### config.mk
export PLATFORM = sky130hd
export DESIGN_NAME = disp_scan_ctrl
export DESIGN_NICKNAME = d
export VERILOG_FILES = /design/src/rtl/disp_pkg.sv /design/src/rtl/disp_timing_gen.sv /design/src/rtl/disp_scan_ctrl.sv
export SDC_FILE = /design/constraint.sdc
export NUM_CORES = 1
export LEC_CHECK = 0
export BUFFER_PORTS_ARGS = -buffer_cell sky130_fd_sc_hd__buf_2
export CAP_MARGIN = 30
export CORE_MARGIN = 5
export CORE_UTILIZATION = 40
export CTS_BUF_LIST = sky130_fd_sc_hd__clkbuf_4 sky130_fd_sc_hd__clkbuf_8
export CTS_CLUSTER_SIZE = 20
export DETAILED_ROUTE_END_ITERATION = 7
export GPL_ROUTABILITY_DRIVEN = 0
export PLACE_DENSITY = 0.56
export SYNTH_ARGS = -nofsm -noshare
export SYNTH_HDL_FRONTEND = slang
export SYNTH_SLANG_ARGS = --single-unit
### constraint.sdc
create_clock -name clk -period 3.2 [get_ports clk]
set_input_delay 0.32 -clock clk [delete_from_list [all_inputs] [get_ports clk]]
set_output_delay 0.32 -clock clk [all_outputs]
set_load 0.02 [all_outputs]
### src/rtl/disp_pkg.sv
// Shared constants and types for the display scan-out path.
// 640x480 VGA timing defaults and frame buffer word sizes.
package disp_pkg;

  localparam int unsigned DISP_H_ACTIVE = 640;
  localparam int unsigned DISP_H_FP     = 16;
  localparam int unsigned DISP_H_SYNC   = 96;
  localparam int unsigned DISP_H_BP     = 48;
  localparam int unsigned DISP_V_ACTIVE = 480;
  localparam int unsigned DISP_V_FP     = 10;
  localparam int unsigned DISP_V_SYNC   = 2;
  localparam int unsigned DISP_V_BP     = 33;

  localparam int unsigned DISP_H_TOTAL =
      DISP_H_ACTIVE + DISP_H_FP + DISP_H_SYNC + DISP_H_BP;
  localparam int unsigned DISP_V_TOTAL =
      DISP_V_ACTIVE + DISP_V_FP + DISP_V_SYNC + DISP_V_BP;

  localparam int unsigned DISP_RAM_LATENCY = 1;

  localparam int unsigned ADDR_W = 19;
  localparam int unsigned PIX_W  = 12;

  typedef enum logic {
    StIdle = 1'b0,
    StRun  = 1'b1
  } frame_state_e;

endpackage

### src/rtl/disp_timing_gen.sv
// Horizontal/vertical raster counters with sync, active and frame-origin decode.
// Counters step only on pixel ticks.
module disp_timing_gen
  import disp_pkg::*;
#(
  parameter int unsigned H_ACTIVE = DISP_H_ACTIVE,
  parameter int unsigned H_FP     = DISP_H_FP,
  parameter int unsigned H_SYNC   = DISP_H_SYNC,
  parameter int unsigned H_BP     = DISP_H_BP,
  parameter int unsigned V_ACTIVE = DISP_V_ACTIVE,
  parameter int unsigned V_FP     = DISP_V_FP,
  parameter int unsigned V_SYNC   = DISP_V_SYNC,
  parameter int unsigned V_BP     = DISP_V_BP
) (
  input  logic clk_i,
  input  logic rst_i,
  input  logic pix_en_i,
  output logic active_o,
  output logic hs_n_o,
  output logic vs_n_o,
  output logic origin_o
);

  localparam int unsigned HTotal = H_ACTIVE + H_FP + H_SYNC + H_BP;
  localparam int unsigned VTotal = V_ACTIVE + V_FP + V_SYNC + V_BP;
  localparam int unsigned HW     = $clog2(HTotal);
  localparam int unsigned VW     = $clog2(VTotal);

  logic [HW-1:0] h_cnt_q, h_cnt_d;
  logic [VW-1:0] v_cnt_q, v_cnt_d;
  logic [31:0]   h_ext, v_ext;

  // Compare in 32-bit space so sync-end bounds never overflow the counter width.
  assign h_ext = 32'(h_cnt_q);
  assign v_ext = 32'(v_cnt_q);

  always_comb begin
    h_cnt_d = h_cnt_q;
    v_cnt_d = v_cnt_q;
    if (pix_en_i) begin
      if (h_ext == HTotal - 1) begin
        h_cnt_d = '0;
        if (v_ext == VTotal - 1) begin
          v_cnt_d = '0;
        end else begin
          v_cnt_d = v_cnt_q + VW'(1);
        end
      end else begin
        h_cnt_d = h_cnt_q + HW'(1);
      end
    end
  end

  always_ff @(posedge clk_i) begin
    if (rst_i) begin
      h_cnt_q <= '0;
      v_cnt_q <= '0;
    end else begin
      h_cnt_q <= h_cnt_d;
      v_cnt_q <= v_cnt_d;
    end
  end

  always_comb begin
    active_o = (h_ext < H_ACTIVE) && (v_ext < V_ACTIVE);
    hs_n_o   = !((h_ext >= H_ACTIVE + H_FP) && (h_ext < H_ACTIVE + H_FP + H_SYNC));
    vs_n_o   = !((v_ext >= V_ACTIVE + V_FP) && (v_ext < V_ACTIVE + V_FP + V_SYNC));
    origin_o = (h_cnt_q == '0) && (v_cnt_q == '0);
  end

endmodule

### src/rtl/disp_scan_ctrl.sv
// VGA scan-out controller: raster-order frame buffer reads and a registered
// RGB444 output stage with syncs delayed to match the one-tick read pipeline.
module disp_scan_ctrl
  import disp_pkg::*;
#(
  parameter int unsigned H_ACTIVE    = DISP_H_ACTIVE,
  parameter int unsigned H_FP        = DISP_H_FP,
  parameter int unsigned H_SYNC      = DISP_H_SYNC,
  parameter int unsigned H_BP        = DISP_H_BP,
  parameter int unsigned V_ACTIVE    = DISP_V_ACTIVE,
  parameter int unsigned V_FP        = DISP_V_FP,
  parameter int unsigned V_SYNC      = DISP_V_SYNC,
  parameter int unsigned V_BP        = DISP_V_BP,
  parameter int unsigned RAM_LATENCY = DISP_RAM_LATENCY
) (
  input  logic              clk,
  input  logic              rst,
  input  logic              pix_en,
  input  logic              disp_en,
  output logic [ADDR_W-1:0] ramaddrb,
  input  logic [PIX_W-1:0]  ramdoutb,
  output logic [3:0]        vga_r,
  output logic [3:0]        vga_g,
  output logic [3:0]        vga_b,
  output logic              vga_hs,
  output logic              vga_vs,
  output logic              frame_start
);

  localparam logic [ADDR_W-1:0] AddrLast = ADDR_W'(H_ACTIVE * V_ACTIVE - 1);
  localparam int unsigned       LatW     = $clog2(RAM_LATENCY + 2);

  logic active, hs_n, vs_n, origin;

  disp_timing_gen #(
    .H_ACTIVE (H_ACTIVE),
    .H_FP     (H_FP),
    .H_SYNC   (H_SYNC),
    .H_BP     (H_BP),
    .V_ACTIVE (V_ACTIVE),
    .V_FP     (V_FP),
    .V_SYNC   (V_SYNC),
    .V_BP     (V_BP)
  ) u_timing (
    .clk_i    (clk),
    .rst_i    (rst),
    .pix_en_i (pix_en),
    .active_o (active),
    .hs_n_o   (hs_n),
    .vs_n_o   (vs_n),
    .origin_o (origin)
  );

  frame_state_e      state_q, state_d;
  logic [ADDR_W-1:0] addr_q, addr_d;
  logic              dly_act_q, dly_act_d;
  logic              dly_hs_q, dly_hs_d;
  logic              dly_vs_q, dly_vs_d;
  logic [PIX_W-1:0]  rgb_q, rgb_d;
  logic              hs_q, hs_d;
  logic              vs_q, vs_d;
  logic              fs_q, fs_d;
  logic [LatW-1:0]   lat_cnt_q, lat_cnt_d;
  logic              data_ok;

  // Clocks elapsed since the last tick; RAM data is trusted only once it has settled.
  assign data_ok = 32'(lat_cnt_q) >= RAM_LATENCY;

  always_comb begin
    state_d = state_q;
    case (state_q)
      StIdle: if (pix_en && origin && disp_en) state_d = StRun;
      StRun:  if (pix_en && origin && !disp_en) state_d = StIdle;
    endcase
  end

  always_comb begin
    addr_d    = addr_q;
    dly_act_d = dly_act_q;
    dly_hs_d  = dly_hs_q;
    dly_vs_d  = dly_vs_q;
    rgb_d     = rgb_q;
    hs_d      = hs_q;
    vs_d      = vs_q;
    lat_cnt_d = lat_cnt_q;
    fs_d      = pix_en && origin;
    if (pix_en) begin
      lat_cnt_d = '0;
      // Address tracks the raster incrementally and parks on the last pixel in blanking.
      if (origin) begin
        addr_d = '0;
      end else if (active && (addr_q != AddrLast)) begin
        addr_d = addr_q + ADDR_W'(1);
      end
      dly_act_d = active;
      dly_hs_d  = hs_n;
      dly_vs_d  = vs_n;
      rgb_d     = (dly_act_q && (state_q == StRun) && data_ok) ? ramdoutb : '0;
      hs_d      = dly_hs_q;
      vs_d      = dly_vs_q;
    end else if (!data_ok) begin
      lat_cnt_d = lat_cnt_q + LatW'(1);
    end
  end

  always_ff @(posedge clk) begin
    if (rst) begin
      state_q   <= StIdle;
      addr_q    <= '0;
      dly_act_q <= 1'b0;
      dly_hs_q  <= 1'b1;
      dly_vs_q  <= 1'b1;
      rgb_q     <= '0;
      hs_q      <= 1'b1;
      vs_q      <= 1'b1;
      fs_q      <= 1'b0;
      lat_cnt_q <= '0;
    end else begin
      state_q   <= state_d;
      addr_q    <= addr_d;
      dly_act_q <= dly_act_d;
      dly_hs_q  <= dly_hs_d;
      dly_vs_q  <= dly_vs_d;
      rgb_q     <= rgb_d;
      hs_q      <= hs_d;
      vs_q      <= vs_d;
      fs_q      <= fs_d;
      lat_cnt_q <= lat_cnt_d;
    end
  end

  always_comb begin
    ramaddrb    = addr_q;
    vga_r       = rgb_q[11:8];
    vga_g       = rgb_q[7:4];
    vga_b       = rgb_q[3:0];
    vga_hs      = hs_q;
    vga_vs      = vs_q;
    frame_start = fs_q;
  end

endmodule

* Word level (Yosys, flattened, before mapping)
Index checks and enable logic that the tools add are counted. W data, S select, Z words.
Cells by class: mux-type cells 8, bitwise gates (word level) 1, add/subtract/negate cells 4, $lt $le $gt $ge 7, reduce and logical (&&, ||, !) cells 19, eq/ne operators 3
Operators by type and width (count):
- $mux W19 | 2
- $add A10 B1 Y10 const B | 2
- $eq A10 B10 Y1 const B | 2
- $logic_not A10 Y1 | 2
- $lt A10 B10 Y1 const B | 2
- $lt A10 B9 Y1 const B | 2
- $mux W10 | 2
- $add A19 B1 Y19 const B | 1
- $ne A19 B19 Y1 const B | 1
- $mux W12 | 1
- $ge A10 B10 Y1 const B | 1
- $ge A10 B9 Y1 const B | 1
- $logic_and A1 B1 Y1 | 10
- $reduce_and A2 Y1 | 2
- $logic_not A1 Y1 | 3
- $add A2 B1 Y2 const B | 1
- $ge A2 B1 Y1 const B | 1
- $mux W1 | 2
- $pmux W1 S2 | 1
- $reduce_bool A2 Y1 | 1
- $reduce_or A2 Y1 | 1
- $not A1 Y1 | 1
Word-level totals: flip-flop bits (word level) 60, output and inout bits 34, input bits 16, logic and storage cells 54

* Depth between registers and ports, before layout
depth after elaboration 6, mapped depth 8, gate-level depth less buffers 7

* Modules after synthesis
Synthesis repeated with hierarchy kept, for this count alone.
Second synthesis, totals: cell total of the unflattened synthesis 331, area, all modules 2904.0 um^2
By module, submodules not included:
- disp_scan_ctrl | instances 1, area each 1791.7 um^2, cells each 202, seq. area each 800.8 um^2
- disp_timing_gen | instances 1, area each 1112.3 um^2, cells each 129, seq. area each 400.4 um^2

* Worst setup path after synthesis
No wires, ideal clock.
path type flip-flop to flip-flop, start reg u_timing.v_cnt_q[0], end reg addr_q[8], in the netlist ramaddrb[8], setup time 148 ps, required time 3052 ps, arrival 1846 ps, period minus slack after synthesis 1994 ps, stages on the path, launching flop included 9, path slack 1206 ps, path buffers 1, cells stage by stage dfxtp_1 -> inv_1 -> ha_1 -> or4b_4 -> nor3_4 -> nand3_4 -> buf_6 -> a31oi_1 -> a311oi_2
Between the ends: cells in the longest elaborated chain, start to end 5, elaborated cells on any way between the ends 8, those cells by class order compare (1); mux (1); reduce/logical (6)
RTL lines:
- start: declaration | RTL line disp_timing_gen.sv:30 | logic [VW-1:0] v_cnt_q, v_cnt_d;
- start signal: assignment | RTL line disp_timing_gen.sv:60 | v_cnt_q <= v_cnt_d;
- $lt A10 B9 Y1 | RTL line disp_timing_gen.sv:65 | active_o = (h_ext < H_ACTIVE) && (v_ext < V_ACTIVE);
- $logic_and A1 B1 Y1 | RTL line disp_timing_gen.sv:65
- $logic_and A1 B1 Y1 | RTL line disp_scan_ctrl.sv:92 | end else if (active && (addr_q != AddrLast)) begin
- $reduce_bool A2 Y1 (no source line)
- $reduce_and A2 Y1 (no source line)
- end signal: assignment | RTL line disp_scan_ctrl.sv:120 | addr_q <= addr_d;
- end: declaration | RTL line disp_scan_ctrl.sv:55 | logic [ADDR_W-1:0] addr_q, addr_d;
Several ways; a longest one is shown, not always the timed one. A chain may end at the register's enable or synchronous reset.

* Worst setup path after layout
start reg addr_q[0], in the netlist ramaddrb[0], end reg addr_q[3], in the netlist ramaddrb[3]
Between the ends: cells in the longest elaborated chain, start to end 4, elaborated cells on any way between the ends 7, those cells by class add/sub (1); eq/ne (1); mux (2); reduce/logical (3)
RTL lines:
- branches (longest 4 deep; another with $add A19 B1 Y19)
Several ways; the timed one is not identified. The select of a mux whose other input is x is not followed.

==> results.yml <==
status:
  status: "completed"
sta:
  fmax_ghz: 0.430
  setup_tns_ps: 0
  holdWs_ps: 193
  rsz0062_at_grt: "false"
  hold_violations: 0
  slew-limit-headroom_pct: 42.0
  finalSetupViolations: 0
  slew_violations: 0
  finalCriticalPeriod_ps: 2330
  fin_skew_ps: 14.8
  worstMarginPinSlew_ps: 870
  fin_crit_sh_pct: 72.7
job:
  maxCapViolations: 0
route:
  drc: 0
  wirelength_mm: 6.97
  wire_per_inst_um: 14.7
  ant_nets: 0
  dr.pass1.iters: 4
  dr.first_iter.drc_count: 110
  viasPerCell: 5.43
  vias: 2581
clocking:
  cts.sinks: 60
  numCtsBuffers: 9
  htreeDepth: 3
  cts_resized: 0
  ctsHoldBuffers: 0
  cts-root-buf: "clkbuf_8"
  clockBufferDepth: 2
  clk_pin_slew_worst_paths_ps: 70
  clk_latency_ps: 340
  tritoncts: "built"
  post_cts_buffers: 0
layout:
  postLayoutCoreUtil_pct: 47.9
  fin_nets: 394
  final_common_cell: "dfxtp_1"
  multi_input_area_um2: 1670
  antenna_cells: 0
  final_cell_mix: "dfxtp_1 (60), buf_2 (49), nor2_1 (29)"
  area_growth_pct: 15.9
  fill_cells: 730
  drive_gt1_share_pct: 25.8
  regArea_um2: 1200
setup_path:
  critPathKind: "flip-flop to flip-flop"
  r2r_slack_ps: 870
  cp-end-kind: "flip-flop"
  crit_arrival_ps: 2570
  critPathLaunchType: "flip-flop"
  cp_data_required_time_ps: 3440
  worstPathMaxFanout: 12
placement:
  place_hpwl_mm: 4.91
  io_buffers: 49
floorplanning:
  start_util_pct: 41.3
  fp.dieH_um: 97.0
  coreArea_um2: 7330
  die_w_um: 97.0
  io_pins: 50
  dieArea_um2: 9410
  placementRows: 31
logic_synthesis:
  ys_seq_area_share_pct: 39.7
  synth_top_cell_by_area: "dfxtp_1"
  synth_cells: 327
  synthMuxAreaShare_pct: 0.661
  synth_compound_area_share_pct: 18.4
  synth_xor_area_share_pct: 4.63
  ys_warn_count: 0
  async_flop_share_pct: 0
  syn_nets: 350
  synth_cell_type_count: 58
  syn_area_um2: 3030
  yosys_register_bits: 60
  synth_edf_count: 0
  yosys.area.top_type_share_pct: 39.7
  synth_top_family_by_area: "simple AND/OR/NAND/NOR gates"
  synthAdderAreaFrac_pct: 2.89
  synthTopCellsByArea: "dfxtp_1 (40%), a311oi_2 (4.5%), nor2_1 (3.6%)"
  syn_area_per_cell_um2: 9.26
  synth_simple_gate_area_share_pct: 28.6
  yosys_most_used_dff: "dfxtp_1"
hold_path:
  hold_class: "input pin to flip-flop"
global_routing:
  met2_usage_pct: 23.2
  gr-usage-met3_pct: 3.96
  grt_pass1_vias: 2413
  use_met1_pct: 20.8
  grt_max_degree: 39
  overflow: 0
  grt_antenna_before_repair: 0
  grt_pass1_wl_mm: 12.1
  gr-usage-all-layers_pct: 15.3
  busiest_layer: "met2"
power:
  p_leak_nw: 1.38
  powerDensity_nw_per_um2: 450
  ir_worst_vdd_uv: 212
  power_mw: 1.58
[flip-flops by register name, indices dropped and copies added (netlist names), named ones only]
name / flops
ramaddrb: 19
dly_vs_q: 1
vga_hs: 1
u_timing.v_cnt_q: 10
dly_act_q: 1
dly_hs_q: 1
frame_start: 1
lat_cnt_q: 2
rgb_q: 12
vga_vs: 1
u_timing.h_cnt_q: 10
[cell usage after synthesis (3+ instances only)]
cell type,count
nor2_1,29
nand4b_1,3
xor2_1,9
inv_1,15
nor2b_1,5
o21ai_0,6
buf_2,5
a31oi_1,11
or3_1,4
a311oi_2,9
or2_2,3
nor3_1,9
nand4_1,16
a22o_1,12
clkbuf_1,9
xnor2_1,7
a21oi_1,8
nand2_1,17
ha_1,7
dfxtp_1,60
nand2b_1,5
nand3_1,21
buf_6,3
and3_1,10
[logic make-up after synthesis]
group           Yosys count
xor+xnor                 16
buf+inv                  33
compound gates           65
flops                    60
fa+ha+maj                 7
simple gates            144
mux                       2
[metrics by stage]
step,setup slack [ps],std cells,instance area (µm²)
after CTS,851,475,3510
after floorplan,1210,327,3030
after detailed placement,845,459,3310
final,872,475,3510
after global placement,936,459,3310
after global routing,684,475,3510
[critical path, cell delays in order (launching register included)]
cell      delay, ps
dfxtp_1         410
ha_1            240
nand4_1         200
nor3_4          260
a41o_1          460
nand2_2         330
a311oi_1        330
[worst paths after layout]
| path | startpoint | end | cells after the start |
|---|---|---|---|
| max reg2reg | ramaddrb[0]$_SDFFE_PP0P_ | ramaddrb[3]$_SDFFE_PP0P_ | 6 |
| min reg2reg | dly_vs_q$_SDFFE_PP1P_ | vga_vs$_SDFFE_PP1P_ | 1 |
| min | ramdoutb[3] | rgb_q[3]$_SDFFE_PP0P_ | 2 |
| max | ramaddrb[0]$_SDFFE_PP0P_ | ramaddrb[3]$_SDFFE_PP0P_ | 6 |
[layout make-up]
type	count	area share [%]
Multi-Input combinational cell	234	47.6
Clock buffer	10	3.74
Clock inverter	6	1.85
Inverter	15	1.60
Tap cell	99	3.53
Sequential cell	60	34.2
Timing Repair Buffer	51	7.42
[routing by layer]
metal	routed length [µm]	vias up
li1	-	1310
met1	3400	1211
met2	3140	52
met3	324	8
met4	104	0
met5	0	-
[where the power goes]
part           switching (mW)  leakage, nW  internal (mW)
combinational          0.0959        0.794         0.0462
sequential            0.00737        0.485          0.756
clock                   0.306       0.0996          0.368
total                   0.409         1.38           1.17
Note: power is estimated with default switching activity, not from simulation.
